File: config.mk
export PLATFORM = sky130hd
export DESIGN_NAME = nco_core
export DESIGN_NICKNAME = d
export VERILOG_FILES = /design/src/rtl/nco_core.sv
export SDC_FILE = /design/constraint.sdc
export NUM_CORES = 1
export LEC_CHECK = 0
export ABC_AREA = 0
export CAP_MARGIN = 25
export CORE_UTILIZATION = 60
export DETAILED_ROUTE_END_ITERATION = 8
export MAX_ROUTING_LAYER = met4
export PLACE_DENSITY = 0.84
export SLEW_MARGIN = 20
export SYNTH_ARGS = -nofsm -noshare
export SYNTH_HDL_FRONTEND = slang
export SYNTH_SLANG_ARGS = --single-unit
File: constraint.sdc
create_clock -name clk -period 10.68 [get_ports clk]
set_input_delay 2.67 -clock clk [delete_from_list [all_inputs] [get_ports clk]]
set_output_delay 2.67 -clock clk [all_outputs]
set_load 0.1 [all_outputs]
File: src/rtl/nco_core.sv
// nco_core: numerically controlled oscillator datapath.
// A 64-bit phase accumulator advances by the active tuning word every clock
// while running. Registered shaping logic turns the phase into square/PWM,
// sawtooth, triangle or inverted-sawtooth samples one cycle later.
//
// Configuration macro: NCO_SYNC_UPDATE_EN
//   defined   - while running, active config loads only on accumulator carry
//               (or every cycle while the active tuning word is zero)
//   undefined - active config loads from the inputs every cycle
//
// Ports:
//   clk          system clock
//   rst          asynchronous active-high reset
//   enable       run (1) / idle (0), level-sensitive
//   wave         0 square/PWM, 1 sawtooth, 2 triangle, 3 inverted sawtooth
//   frequency    64-bit tuning word
//   duty_cycle   square high threshold against phase[63:48]
//   sample       unsigned waveform sample (OUT_W bits)
//   sample_valid sample holds a running value
//   square_out   PWM bit, independent of wave
//   phase_wrap   one-cycle pulse with the first post-wrap sample
module nco_core #(
   parameter int unsigned OUT_W = 16
) (
   input  logic             clk,
   input  logic             rst,
   input  logic             enable,
   input  logic [1:0]       wave,
   input  logic [63:0]      frequency,
   input  logic [15:0]      duty_cycle,
   output logic [OUT_W-1:0] sample,
   output logic             sample_valid,
   output logic             square_out,
   output logic             phase_wrap
);

   localparam int unsigned PH_W   = 64;
   localparam int unsigned DUTY_W = 16;

   typedef enum logic {IDLE, RUN} state_t;

   state_t              state_q, state_d;
   logic [PH_W-1:0]     phase_q, phase_d;
   logic                wrap_q, wrap_d;
   logic [PH_W-1:0]     act_freq_q;
   logic [DUTY_W-1:0]   act_duty_q;
   logic [1:0]          act_wave_q;
   logic                cfg_load;
   logic [PH_W:0]       sum_c;

   logic [OUT_W-1:0]    sample_q, sample_d;
   logic                valid_q, valid_d;
   logic                square_q, square_d;
   logic                pwrap_q, pwrap_d;

   logic [OUT_W-1:0]    top_c;
   logic [OUT_W-1:0]    tri_c;
   logic                sq_c;
   logic [OUT_W-1:0]    shape_c;

   // Full 65-bit accumulation; bit 64 is the wrap carry.
   assign sum_c = {1'b0, phase_q} + {1'b0, act_freq_q};

   // State register and phase accumulator.
   always_ff @(posedge clk or posedge rst) begin
      if (rst) begin
         state_q <= IDLE;
         phase_q <= '0;
         wrap_q  <= 1'b0;
      end else begin
         state_q <= state_d;
         phase_q <= phase_d;
         wrap_q  <= wrap_d;
      end
   end

   // Next-state and accumulator update; a falling enable overrides a carry.
   always_comb begin
      state_d = state_q;
      phase_d = phase_q;
      wrap_d  = 1'b0;
      case (state_q)
         IDLE: begin
            phase_d = '0;
            if (enable) state_d = RUN;
         end
         RUN: begin
            if (enable) begin
               phase_d = sum_c[PH_W-1:0];
               wrap_d  = sum_c[PH_W];
            end else begin
               phase_d = '0;
               state_d = IDLE;
            end
         end
         default: begin
            phase_d = '0;
            state_d = IDLE;
         end
      endcase
   end

   // Active config load strobe.
`ifdef NCO_SYNC_UPDATE_EN
   // A zero tuning word never carries, so keep loading until it is non-zero.
   assign cfg_load = (state_q == IDLE) || sum_c[PH_W] || (act_freq_q == '0);
`else
   assign cfg_load = 1'b1;
`endif

   // Active configuration registers.
   always_ff @(posedge clk or posedge rst) begin
      if (rst) begin
         act_freq_q <= '0;
         act_duty_q <= '0;
         act_wave_q <= '0;
      end else if (cfg_load) begin
         act_freq_q <= frequency;
         act_duty_q <= duty_cycle;
         act_wave_q <= wave;
      end
   end

   // Waveform shaping from the registered phase.
   always_comb begin
      top_c   = phase_q[PH_W-1 -: OUT_W];
      tri_c   = phase_q[PH_W-2 -: OUT_W];
      sq_c    = (phase_q[PH_W-1 -: DUTY_W] < act_duty_q);
      shape_c = '0;
      case (act_wave_q)
         2'd0:    shape_c = sq_c ? '1 : '0;
         2'd1:    shape_c = top_c;
         2'd2:    shape_c = phase_q[PH_W-1] ? ~tri_c : tri_c;
         default: shape_c = ~top_c;
      endcase
   end

   // Output stage: follows the FSM by one cycle, zero while idle.
   always_comb begin
      sample_d = '0;
      valid_d  = 1'b0;
      square_d = 1'b0;
      pwrap_d  = 1'b0;
      if (state_q == RUN) begin
         sample_d = shape_c;
         valid_d  = 1'b1;
         square_d = sq_c;
         pwrap_d  = wrap_q;
      end
   end

   always_ff @(posedge clk or posedge rst) begin
      if (rst) begin
         sample_q <= '0;
         valid_q  <= 1'b0;
         square_q <= 1'b0;
         pwrap_q  <= 1'b0;
      end else begin
         sample_q <= sample_d;
         valid_q  <= valid_d;
         square_q <= square_d;
         pwrap_q  <= pwrap_d;
      end
   end

   assign sample       = sample_q;
   assign sample_valid = valid_q;
   assign square_out   = square_q;
   assign phase_wrap   = pwrap_q;

endmodule

==> impl_metrics.env, run 1 <==
export IMPL_outcome="finished clean"
export IMPL_clkPwrFrac=0.352
export IMPL_synth_edf_count=0
export IMPL_ys_types=68
export IMPL_critPathArrivalTime_ns=1.91
export IMPL_drtAntennaViolNets=0
export IMPL_grt_antenna_before_repair=0
export IMPL_yosys_top_cells_area="dfrtp_1 44%, ha_1 10%, a21oi_1 4.5%"
export IMPL_post_cts_setup_buffers=0
export IMPL_synth_top_family_by_area="compound AO/OA/AOI/OAI gates"
export IMPL_die_h_um=128.1
export IMPL_synth_xor_xnor_area_share=0.06521
export IMPL_p_comb_frac=0.250
export IMPL_yosys_area_top_type_share=0.4383
export IMPL_post_synth_cell_area_avg_um2=9.922
export IMPL_min_delay_start="wrap_q"
export IMPL_async_flop_share=1.000
export IMPL_worstMarginPinSlew_ns=0.9851
export IMPL_hpwlAfterDp_mm=15.32
export IMPL_first_pass_iters=6
export IMPL_htree_levels=4
export IMPL_cts_tree="done"
export IMPL_cp_top_family="buffers and inverters"
export IMPL_rows=45
export IMPL_cts_resized=0
export IMPL_final_common_cell="dfrtp_1"
export IMPL_die_w_um=128.1
export IMPL_ys_ff_latch=167
export IMPL_switching_power_mw=0.5492
export IMPL_vdd_drop_max_v=0.0001342
export IMPL_fillers=1147
export IMPL_drtIter0Drc=578
export IMPL_start_kind="flip-flop"
export IMPL_grt_pass1_vias=7330
export IMPL_reg2reg_depth=12
export IMPL_clock_path_buffers=2
export IMPL_total_power_mw=1.766
export IMPL_core_um2=15370
export IMPL_hold_class="flip-flop to flip-flop"
export IMPL_path_cells="clkdlybuf4s50_1"
export IMPL_cap_violations=0
export IMPL_finalCritPeriodShare=0.4290
export IMPL_min_delay_worst_endpoint="phase_wrap"
export IMPL_numCtsBuffers=17
export IMPL_wl_per_cell_um=16.86
export IMPL_drive_gt1_frac=0.05238
export IMPL_setup_violations=0
export IMPL_vias=7321
export IMPL_globalplace_congestion=0.9501
export IMPL_drv_slew=0
export IMPL_regArea_um2=4179
export IMPL_hold_violations=0
export IMPL_start_util=0.6204
export IMPL_synth_area_um2=9535
export IMPL_yosysTopAreaCell="dfrtp_1"
export IMPL_area_delta_synth_final_pct=15.96
export IMPL_finClkSkew_ns=0.02171
export IMPL_synthAdderAreaFrac=0.1058
export IMPL_r2r_slack_ns=7.36
export IMPL_nNetsFinal=1202
export IMPL_power_density_nw_per_um2=159.7
export IMPL_insertion_delay_ns=0.45
export IMPL_ys_seq_area_frac=0.4383
export IMPL_p_leak_nw=5.059
export IMPL_ios=104
export IMPL_highest_layer="met4"
export IMPL_grt_pass1_wl_mm=34.78
export IMPL_ys_warn_count=0
export IMPL_synth_ff_type="dfrtp_1"
export IMPL_holdBufCountCts=0
export IMPL_layout_common_cells="167 x dfrtp_1, 106 x nor2_1, 103 x clkdlybuf4s50_1"
export IMPL_worst_path_max_delay_cell="clkdlybuf4s50_1"
export IMPL_grtUsageTotal=0.2845
export IMPL_p_sw_frac=0.3110
export IMPL_whs_path_depth=1
export IMPL_whs_ns=0.5951
export IMPL_vias_per_cell=5.806
export IMPL_wirelength_mm=21.26
export IMPL_worstPathRequired_ns=8.01
export IMPL_dp_slack_ns=5.921
export IMPL_p_seq_frac=0.398
export IMPL_p_int_mw=1.217
export IMPL_relSlewSlack=0.3412
export IMPL_die_area_um2=16400
export IMPL_critPathCaptureType="output port"
export IMPL_r2r_start="act_freq_q[0]"
export IMPL_clk_pin_slew_ns=0.07
export IMPL_synthMuxAreaShare=0.002099
export IMPL_met1_length_mm=9.541
export IMPL_worstSetupPathType="flip-flop to output port"
export IMPL_grt_max_degree=96
export IMPL_timing_rr_end="phase_q[58]"
export IMPL_grt_ovfl_total=0
export IMPL_multiInputGateArea_um2=4821
export IMPL_fin_setup_tns_ns=0
export IMPL_max_freq_mhz=218.3
export IMPL_cts_root_buf="clkbuf_16"
export IMPL_yosys_area_share_simple=0.1417
export IMPL_post_route_min_period_ns=4.581
export IMPL_synth_nets=1126
export IMPL_clock_sinks=167
export IMPL_drc=0
export IMPL_wl_met2_mm=10.05
export IMPL_utilization=0.7193
export IMPL_port_buffers=103
export IMPL_worst_path_max_fanout=1
export IMPL_fin_ws_ns=6.099
export IMPL_synth_compound_gate_area_share=0.1908
export IMPL_cp_num_buf_inv=1
export IMPL_syn_instance_count=961
export IMPL_routed_wl_met3_mm=1.286
export IMPL_rsz0062_at_grt="false"
export IMPL_n_antenna_cell=0
export IMPL_max_stage_delay_ns=1.13
==> cell families after synthesis <==
kind of cell | count (synthesis)
AOI/OAI and AO/OA | 281
muxes | 2
xor gates and xnor gates | 71
adders and majority gates | 80
and+or+nand+nor | 277
DFF | 167
buffers and inverters | 83
==> worst max-delay path by stage <==
| stage | from | end | slack, ns | depth (start not counted) |
|---|---|---|---|---|
| after floorplan | rst | act_duty_q[0] | 3.49 | 1 |
| after global placement | rst | act_wave_q[1] | 5.94 | 3 |
| after detailed placement | rst | phase_q[21] | 5.92 | 3 |
| after CTS | sample[12] | sample[12] | 6.10 | 1 |
| after global routing | sample[9] | sample[9] | 6.06 | 1 |
| final | sample[12] | sample[12] | 6.10 | 1 |
==> cells in the mapped netlist, types with 3 or more instances <==
cell type,n
dfrtp_1,167
nor2_1,106
a21oi_1,86
ha_1,79
o21ai_0,67
nand2_1,59
xor2_1,40
inv_1,33
xnor2_1,31
nand4_1,25
a21o_1,24
and2_1,23
clkbuf_1,23
o311a_1,16
o21bai_1,14
nor3_1,13
o21a_1,12
a31oi_1,11
clkbuf_8,10
a211oi_1,9
nor2b_1,9
nand2b_1,8
o211ai_1,8
nand3_1,7
and3_1,5
o21ai_1,5
or3_1,5
buf_2,4
buf_4,4
a2111o_1,3
bufbuf_16,3
nor4_1,3
==> layer usage <==
| layer | track usage | vias to the layer above |
|---|---|---|
| met1 | 0.3654 | 3489 |
| li1 | - | 3567 |
| met4 | 0.1045 | 0 |
| met2 | 0.4469 | 229 |
| met3 | 0.05927 | 36 |
| met5 | - | - |
==> registers in the layout (all words and copies together) (netlist names) <==
register,count
square_out,1
act_duty_q,16
act_freq_q,64
state_q,1
phase_q,64
phase_wrap,1
sample,16
wrap_q,1
sample_valid,1
act_wave_q,2
==> power groups by stage <==
stage | registers (mW) | clock network, mW | logic [mW]
global placement | 0.712 | 0 | 0.424
detailed placement | 0.713 | 0 | 0.432
floorplan | 0.750 | 0 | 0.303
finish | 0.703 | 0.621 | 0.442
CTS | 0.702 | 0.628 | 0.438
global route | 0.706 | 0.658 | 0.484
==> final cells by class <==
cell class              count  area share
multi-input cells         711      0.4360
clock inverters            10     0.01075
well taps                 211     0.02388
flip-flops and latches    167      0.3780
clock buffers              22     0.04379
inverters                  33     0.01166
repair buffers            107     0.09596
==> stage by stage <==
stage | std cells | cell area [um2]
after floorplan | 961 | 9535
after global placement | 1228 | 10450
after detailed placement | 1228 | 10450
after CTS | 1260 | 11050
after global routing | 1261 | 11060
final | 1261 | 11060
Power figures use the tool's default switching activity.
==> inputs of run 2 (changes only) <==
- CORE_UTILIZATION: 60 -> 57
- PLACE_DENSITY: 0.84 -> 0.8
- clock period: 10.68 -> 4.25 ns (I/O delays scaled with it)
==> run 2 against run 1 <==
  * Setup slack got worse by 4.9 ns
  * Via count increased by 2.1%
  * Clock-buffer cell count decreased by 2
  * Highest routed layer unchanged
==> impl_metrics.env, run 2 (synthesis gave the netlist of run 1 again) <==
export IMPL_setup_violations=0
export IMPL_reg2reg_depth=12
export IMPL_n_antenna_cell=0
export IMPL_outcome="finished clean"
export IMPL_path_cells="ha_1 > inv_1 > fa_1 > nand2b_1 > a21o_1 > a21oi_1 > o211ai_1 > a41o_1 > o221ai_2 > a21boi_1 > xor2_1 > nor2_1"
export IMPL_min_delay_start="wrap_q"
export IMPL_grt_pass1_wl_mm=35.85
export IMPL_worstMarginPinSlew_ns=0.9996
export IMPL_wl_per_cell_um=16.81
export IMPL_worst_path_max_fanout=6
export IMPL_first_pass_iters=5
export IMPL_hold_violations=0
export IMPL_start_util=0.5917
export IMPL_die_w_um=131.3
export IMPL_globalplace_congestion=0.9330
export IMPL_rows=46
export IMPL_critPathArrivalTime_ns=3.36
export IMPL_r2r_start="phase_q[0]"
export IMPL_grt_antenna_before_repair=0
export IMPL_insertion_delay_ns=0.43
export IMPL_numCtsBuffers=17
export IMPL_grt_pass1_vias=7350
export IMPL_timing_rr_end="phase_q[58]"
export IMPL_drtAntennaViolNets=0
export IMPL_cts_resized=0
export IMPL_grtUsageTotal=0.2693
export IMPL_grt_max_degree=58
export IMPL_final_common_cell="dfrtp_1"
export IMPL_clkPwrFrac=0.333
export IMPL_cap_violations=0
export IMPL_critPathCaptureType="flip-flop"
export IMPL_port_buffers=103
export IMPL_drc=0
export IMPL_whs_path_depth=1
export IMPL_max_stage_delay_ns=0.39
export IMPL_met1_length_mm=9.629
export IMPL_start_kind="flip-flop"
export IMPL_fin_setup_tns_ns=0
export IMPL_regArea_um2=4179
export IMPL_rsz0062_at_grt="false"
export IMPL_min_delay_worst_endpoint="phase_wrap"
export IMPL_post_route_min_period_ns=3.077
export IMPL_postLayoutCellArea_um2=11070
export IMPL_hpwlAfterDp_mm=15.57
export IMPL_holdBufCountCts=0
export IMPL_cp_top_family="compound AO/OA/AOI/OAI gates"
export IMPL_highest_layer="met4"
export IMPL_switching_power_mw=1.370
export IMPL_drtIter0Drc=617
export IMPL_multiInputGateArea_um2=4821
export IMPL_p_sw_frac=0.3170
export IMPL_htree_levels=4
export IMPL_core_um2=16120
export IMPL_finalCritPeriodShare=0.7241
export IMPL_finClkSkew_ns=0.01004
export IMPL_routed_wl_met3_mm=1.404
export IMPL_vias=7473
export IMPL_p_int_mw=2.952
export IMPL_power_density_nw_per_um2=390.4
export IMPL_vias_per_cell=5.889
export IMPL_nNetsFinal=1205
export IMPL_hold_class="flip-flop to flip-flop"
export IMPL_drive_gt1_frac=0.05413
export IMPL_die_h_um=131.3
export IMPL_p_leak_nw=5.063
export IMPL_cts_tree="done"
export IMPL_worstPathRequired_ns=4.53
export IMPL_layout_common_cells="167 x dfrtp_1, 106 x nor2_1, 103 x clkdlybuf4s50_1"
export IMPL_cp_num_buf_inv=1
export IMPL_max_freq_mhz=325.0
export IMPL_ios=104
export IMPL_placed_area_um2=10520
export IMPL_wl_met2_mm=9.836
export IMPL_worstSetupPathType="flip-flop to flip-flop"
export IMPL_wirelength_mm=21.33
export IMPL_worst_path_max_delay_cell="a21oi_1"
export IMPL_clock_path_buffers=2
export IMPL_grt_ovfl_total=0
export IMPL_die_area_um2=17250
export IMPL_p_comb_frac=0.258
export IMPL_post_cts_setup_buffers=0
export IMPL_clk_pin_slew_ns=0.06
export IMPL_cts_root_buf="clkbuf_16"
export IMPL_drv_slew=0
export IMPL_clock_sinks=167
export IMPL_relSlewSlack=0.3315
export IMPL_fillers=1209
export IMPL_largestRegisters="act_freq_q: 64 flops, phase_q: 64 flops"
export IMPL_r2r_slack_ns=1.17
export IMPL_vdd_drop_max_v=0.0003758
export IMPL_area_delta_synth_final_pct=16.10
export IMPL_p_seq_frac=0.409
==> run 2: cell types whose count changed in the layout (fill, tap and decap cells not counted) <==
cell	delta
clkinv_2	+3
clkinv_4	+2
bufinv_16	-1
clkbuf_8	-3
buf_12	+3
inv_6	-2
clkbuf_1	+1
==> run 2: through the flow <==
stage	total power, mW	util	std cells	worst slack, ns	hold slack [ns]
5_1_grt	4.547	0.6870	1269	0.9608	0.5916
3_3_place_gp	2.869	0.6527	1237	1.269	0.5551
2_1_floorplan	2.648	-	961	1.061	0.3854
6_report	4.322	0.6870	1269	1.173	0.5806
3_5_place_dp	2.887	0.6527	1237	1.217	0.5532
4_1_cts	4.347	0.6870	1269	1.216	0.5682
==> run 2: worst max-delay path by stage <==
stage | start | endpoint | slack, ns | depth (start not counted)
4_1_cts | phase_q[0] | phase_q[62] | 1.22 | 12
5_1_grt | act_freq_q[0] | phase_q[62] | 0.96 | 12
3_3_place_gp | phase_q[0] | phase_q[62] | 1.27 | 12
3_5_place_dp | phase_q[0] | phase_q[62] | 1.22 | 12
2_1_floorplan | rst | act_duty_q[0] | 1.06 | 1
6_report | phase_q[0] | phase_q[58] | 1.17 | 12
==> run 2: worst register-to-register path, delay by kind of cell, from the launching register on <==
family / cells / cell delay (ns)
compound gates: 6 / 1.59
fa+ha+maj: 2 / 0.53
flops: 1 / 0.33
simple gates: 2 / 0.25
xor+xnor: 1 / 0.16
buf+inv: 1 / 0.06
==> run 2: routing by layer <==
layer | vias to the layer above | track usage
li1 | 3562 | -
met1 | 3592 | 0.3656
met2 | 277 | 0.4119
met3 | 42 | 0.05054
met4 | 0 | 0.08140
met5 | - | -
==> run 2: power groups by stage <==
stage,sequential [mW],clock (mW),combinational (mW)
2_1_floorplan,1.89,0,0.762
4_1_cts,1.77,1.48,1.11
3_5_place_dp,1.79,0,1.09
3_3_place_gp,1.79,0,1.08
5_1_grt,1.78,1.55,1.22
6_report,1.77,1.44,1.12
==> run 2: final cells by class <==
cell class,instances,share of cell area
Inverter,33,0.01153
Tap cell,216,0.02441
Timing Repair Buffer,110,0.1013
Sequential cell,167,0.3775
Clock inverter,12,0.009494
Multi-Input combinational cell,711,0.4355
Clock buffer,20,0.04035
